[src/rtl/rca_seq_adder_ctrl.sv]
// Wide add/subtract sequencer: one shared 4-bit ripple-carry adder is stepped over
// NIBBLES slices, LSB first, with the inter-nibble carry held in a register.

module rca4 (
    input  logic [3:0] i0,
    input  logic [3:0] i1,
    input  logic       cin,
    output logic [3:0] o,
    output logic       cout
);
    logic [4:0] c;

    assign c[0] = cin;

    for (genvar i = 0; i < 4; i++) begin : g_fa
        assign o[i]     = i0[i] ^ i1[i] ^ c[i];
        assign c[i + 1] = (i0[i] & i1[i]) | (c[i] & (i0[i] ^ i1[i]));
    end

    assign cout = c[4];
endmodule

module rca_seq_adder_ctrl #(
    parameter int NIBBLES = 4
) (
    input  logic                 clk,
    input  logic                 reset,
    input  logic                 start,
    input  logic [4*NIBBLES-1:0] a,
    input  logic [4*NIBBLES-1:0] b,
    input  logic                 cin,
    input  logic                 sub,
    output logic                 busy,
    output logic                 done,
    output logic [4*NIBBLES-1:0] sum,
    output logic                 cout,
    output logic                 ovf
);
    localparam int W     = 4 * NIBBLES;
    localparam int CNT_W = $clog2(NIBBLES);

    typedef enum logic [1:0] {
        IDLE = 2'd0,
        RUN  = 2'd1,
        DONE = 2'd2
    } state_t;

    state_t           state;
    state_t           state_nxt;
    logic [W-1:0]     a_reg;
    logic [W-1:0]     b_reg;
    logic             carry;
    logic [CNT_W-1:0] k;
    logic             accept;
    logic             last;
    logic [3:0]       nib_a;
    logic [3:0]       nib_b;
    logic [3:0]       rca_o;
    logic             rca_co;

    assign accept = start && ((state == IDLE) || (state == DONE));
    assign last   = (k == CNT_W'(NIBBLES - 1));

    always_comb begin
        nib_a = 4'h0;
        nib_b = 4'h0;
        for (int i = 0; i < NIBBLES; i++) begin
            if (k == CNT_W'(i)) begin
                nib_a = a_reg[4*i +: 4];
                nib_b = b_reg[4*i +: 4];
            end
        end
    end

    rca4 u_rca (
        .i0   (nib_a),
        .i1   (nib_b),
        .cin  (carry),
        .o    (rca_o),
        .cout (rca_co)
    );

    always_ff @(posedge clk or negedge reset) begin
        if (!reset) begin
            state <= IDLE;
        end else begin
            state <= state_nxt;
        end
    end

    always_comb begin
        state_nxt = state;
        case (state)
            IDLE:    state_nxt = accept ? RUN : IDLE;
            RUN:     state_nxt = last ? DONE : RUN;
            DONE:    state_nxt = accept ? RUN : IDLE;
            default: state_nxt = IDLE;
        endcase
    end

    always_comb begin
        busy = (state == RUN);
        done = (state == DONE);
    end

    // Subtraction is folded into the operands at accept: a - b - cin == a + ~b + ~cin.
    always_ff @(posedge clk or negedge reset) begin
        if (!reset) begin
            a_reg <= '0;
            b_reg <= '0;
            carry <= 1'b0;
            k     <= '0;
            sum   <= '0;
            cout  <= 1'b0;
            ovf   <= 1'b0;
        end else if (accept) begin
            a_reg <= a;
            b_reg <= sub ? ~b : b;
            carry <= sub ? ~cin : cin;
            k     <= '0;
            sum   <= '0;
        end else if (state == RUN) begin
            for (int i = 0; i < NIBBLES; i++) begin
                if (k == CNT_W'(i)) begin
                    sum[4*i +: 4] <= rca_o;
                end
            end
            carry <= rca_co;
            k     <= last ? '0 : k + CNT_W'(1);
            if (last) begin
                cout <= rca_co;
                ovf  <= (a_reg[W-1] == b_reg[W-1]) && (rca_o[3] != a_reg[W-1]);
            end
        end
    end
endmodule

[config.mk]
export PLATFORM = sky130hd
export DESIGN_NAME = rca_seq_adder_ctrl
export DESIGN_NICKNAME = d
export VERILOG_FILES = /design/src/rtl/rca_seq_adder_ctrl.sv
export SDC_FILE = /design/constraint.sdc
export NUM_CORES = 1
export LEC_CHECK = 0
export CAP_MARGIN = 10
export CORE_ASPECT_RATIO = 1.5
export CORE_MARGIN = 1.5
export CORE_UTILIZATION = 42
export CTS_CLUSTER_SIZE = 14
export DETAILED_ROUTE_END_ITERATION = 12
export GPL_TIMING_DRIVEN = 0
export PLACE_DENSITY_LB_ADDON = 0.2
export SETUP_SLACK_MARGIN = 0.02
export SLEW_MARGIN = 15
export SYNTH_ARGS = -nofsm -noshare
export SYNTH_HDL_FRONTEND = slang
export SYNTH_SLANG_ARGS = --single-unit
[constraint.sdc]
create_clock -name clk -period 3.25 [get_ports clk]
set_input_delay 0.325 -clock clk [delete_from_list [all_inputs] [get_ports clk]]
set_output_delay 0.325 -clock clk [all_outputs]
set_load 0.05 [all_outputs]
==> results.md, run 1 <==
- Via count: 2156
- Die height: 103 µm
- Clk_lat worst skew: 0.32 ns
- CTS tree: yes
- PD cells: 1110 mW/mm²
- Mapped Nets: 332
- Leading cell type in the layout, fill and taps excluded: nand2_1
- Antenna diodes: 0
- Max VDD drop: 0.432 mV
- CTS clk-pin slew, worst paths: 0.10 ns
- Initial antenna violation count: 0
- Vias per inst: 4.90
- Cell Area, Synth: 0.00280 mm²
- Sequential share of the synthesized area: 49.2%
- I/O pin count: 57
- Slew Limit Fails: 0
- Crit Path Class: register to register
- Min Clock Period, post-route: 3.28 ns
- TritonRoute pass-1 iters: 4
- Outcome: complete, but fails checks
- Max Clk Rate: 305 MHz
- Worst Tran Pin Value: 0.700 ns
- Core area: 0.00649 mm²
- Violated checks: negative setup slack
- Final HPWL DP: 4580 µm
- Gr usage total: 18.2%
- Iter 0 DRT Violations: 102
- Most frequent cells in the layout: 66 x nand2_1, 55 x dfrtp_1, 54 x clkdlybuf4s50_1
- Setup crit end kind: register
- Multi-input logic area: 0.00124 mm²
- DP Worst Slack: -0.252 ns
- Synth unique cells: 30
- Final Util: 58.7%
- Share of layout cells above drive strength 1: 17.6%
- Fin crit share: 101%
- Vias in the first global route: 2104
- Crit start category: register
- Fillers: 585
- Unrepaired setup endpoints after global routing: true
- Grt ovf: 0
- Final setup fails: 1
- Antenna Nets Post-Route: 0
- Routed wire length: 6340 µm
- Max-slew headroom: 53.3%
- CP Data Required Time: 3.48 ns
- DRC viols: 0
- Clock Path Buffers: 2
- Critical Path AT: 3.51 ns
- Placed Area: 0.00345 mm²
- Nets: 408
- Pleak: 0.00184 µW
- Root buffer cell: clkbuf_8
- Clk_skew: 0.0113 ns
- Max Cap Viol: 0
- Number of buffers added on ports: 55
- Setup ws final: -0.0253 ns
- First-pass GRT wire length: 10200 µm
- Largest net degree at the start of global routing: 56
- Cts hold-fix bufs: 0
- Die width: 69.7 µm
- Wire per inst: 14.4 µm
- Synth Instances: 287
- Initial Util: 43.2%
- Mapped Avg Cell Area: 9.76 µm²
- Number of synthesized register bits: 55
- Layout overhead on the synthesized area: 35.9%
- Finished Cell Area: 0.00381 mm²
- Hold WC Path Type: input pin to asynchronous set/reset pin
- Final hold violations: 0
- Site Rows: 36
- Area of the die: 0.00718 mm²
- Crit path max fanout: 5
- Flip-flop and latch area: 0.00138 mm²
- CTS buffer count: 5
- Clock sink count: 55
- YS warnings: 0
- Worst hold slack: 0.0528 ns
- Placer Congestion: 0.757
- H-tree levels: 2
## power by group
group	internal [µW]	switching, µW
clock	250	228
combinational	1140	1470
sequential	986	163
## cells in the mapped netlist
cell	count	area (µm²)
o211ai_1	1	7.51
buf_2	8	40.0
clkbuf_2	1	5.00
a21oi_1	17	85.1
nand3b_2	3	33.8
ha_1	4	50.1
nor2b_4	1	13.8
buf_4	3	22.5
or3_1	1	6.26
nand3_1	1	5.00
nor2_1	16	60.1
fa_1	4	80.1
nor3_2	1	10.0
xnor2_1	14	123
o21ai_0	30	150
nor2b_2	1	8.76
a31oi_1	1	6.26
xor2_1	4	35.0
nor2b_1	1	6.26
nand2b_4	1	13.8
nand3b_4	1	20.0
nand2_1	66	248
inv_1	17	63.8
mux2i_1	16	160
dfrtp_1	55	1380
o21ai_1	1	5.00
nand3b_1	1	7.51
buf_6	8	90.1
o31ai_1	1	7.51
a22oi_1	8	60.1
## layout make-up
class	count	share of cell area (%)
Multi-Input combinational cell	195	32.7
Buffer	20	5.49
Sequential cell	55	36.2
Clock buffer	6	2.17
Tap cell	76	2.50
Timing Repair Buffer	69	18.4
Clock inverter	2	0.920
Inverter	17	1.68
## final timing paths
path,start,depth (start not counted),to,slack [ns]
setup / recovery,k[0]$_DFFE_PN0P_,12,ovf$_DFFE_PN0P_,-0.03
hold / removal,reset,1,a_reg[8]$_DFFE_PN0P_,0.05
setup reg to reg,k[0]$_DFFE_PN0P_,12,ovf$_DFFE_PN0P_,-0.03
hold reg to reg,a_reg[1]$_DFFE_PN0P_,2,a_reg[1]$_DFFE_PN0P_,0.48
max in group asynchronous,reset,1,b_reg[12]$_DFFE_PN0P_,2.73
min in group clk,sub,3,b_reg[15]$_DFFE_PN0P_,0.40
## cells by family (layout without fill, tap and decap cells)
kind of cell               count (synthesis)  in the layout  synth area share, %
muxes                                     16             16                 5.72
adders and majority gates                  8              8                 4.65
buffers and inverters                     37            114                 7.91
xor gates and xnor gates                  18             18                 5.63
and+or+nand+nor                           94             94                 15.5
AOI/OAI and AO/OA                         59             59                 11.5
DFF                                       55             55                 49.2
## routing by layer
layer | vias to the layer above | global-route usage (%) | part of all wire (%)
li1 | 1082 | - | -
met3 | 5 | 2.74 | 3.5
met5 | - | 0 | 0
met2 | 54 | 34.4 | 57
met1 | 1015 | 21.3 | 39
met4 | 0 | 5.33 | 1.1
## through the flow
stage                     cells  TNS [ns]  power [µW]
after detailed placement    418    -0.782        3370
final                       440   -0.0253        4240
after CTS                   429   -0.0487        4030
after floorplan             287         0        2700
after global routing        440    -0.267        4560
after global placement      418    -0.704        3320
## worst max-delay path, stage by stage, from the launching register on
cell and delay (ns):
dfrtp_1 0.41, inv_2 0.06, ha_2 0.19, buf_8 0.13
buf_8 0.13, a21oi_4 0.16, a22oi_2 0.09, fa_2 0.36
fa_2 0.35, fa_2 0.35, fa_1 0.47, or3_1 0.32
a31oi_1 0.17
## timing repair
action / in CTS / in global routing
resized for setup: 24 / 5
endpoints found under the setup margin: 6 / 5
pin swaps: 3 / 3
cloned: 0 / 2
setup buffers: 3 / 9
(Power assumes the default switching activity.)
==> run 2, diff against run 1 <==
--- a/config.mk
+++ b/config.mk
@@ -5,7 +5,6 @@
 export SDC_FILE = /design/constraint.sdc
 export NUM_CORES = 1
 export LEC_CHECK = 0
-export CAP_MARGIN = 10
 export CORE_ASPECT_RATIO = 1.5
 export CORE_MARGIN = 1.5
 export CORE_UTILIZATION = 42
==> results of run 2 <==
The final DEF is identical to that of run 1; final timing and power are the same.
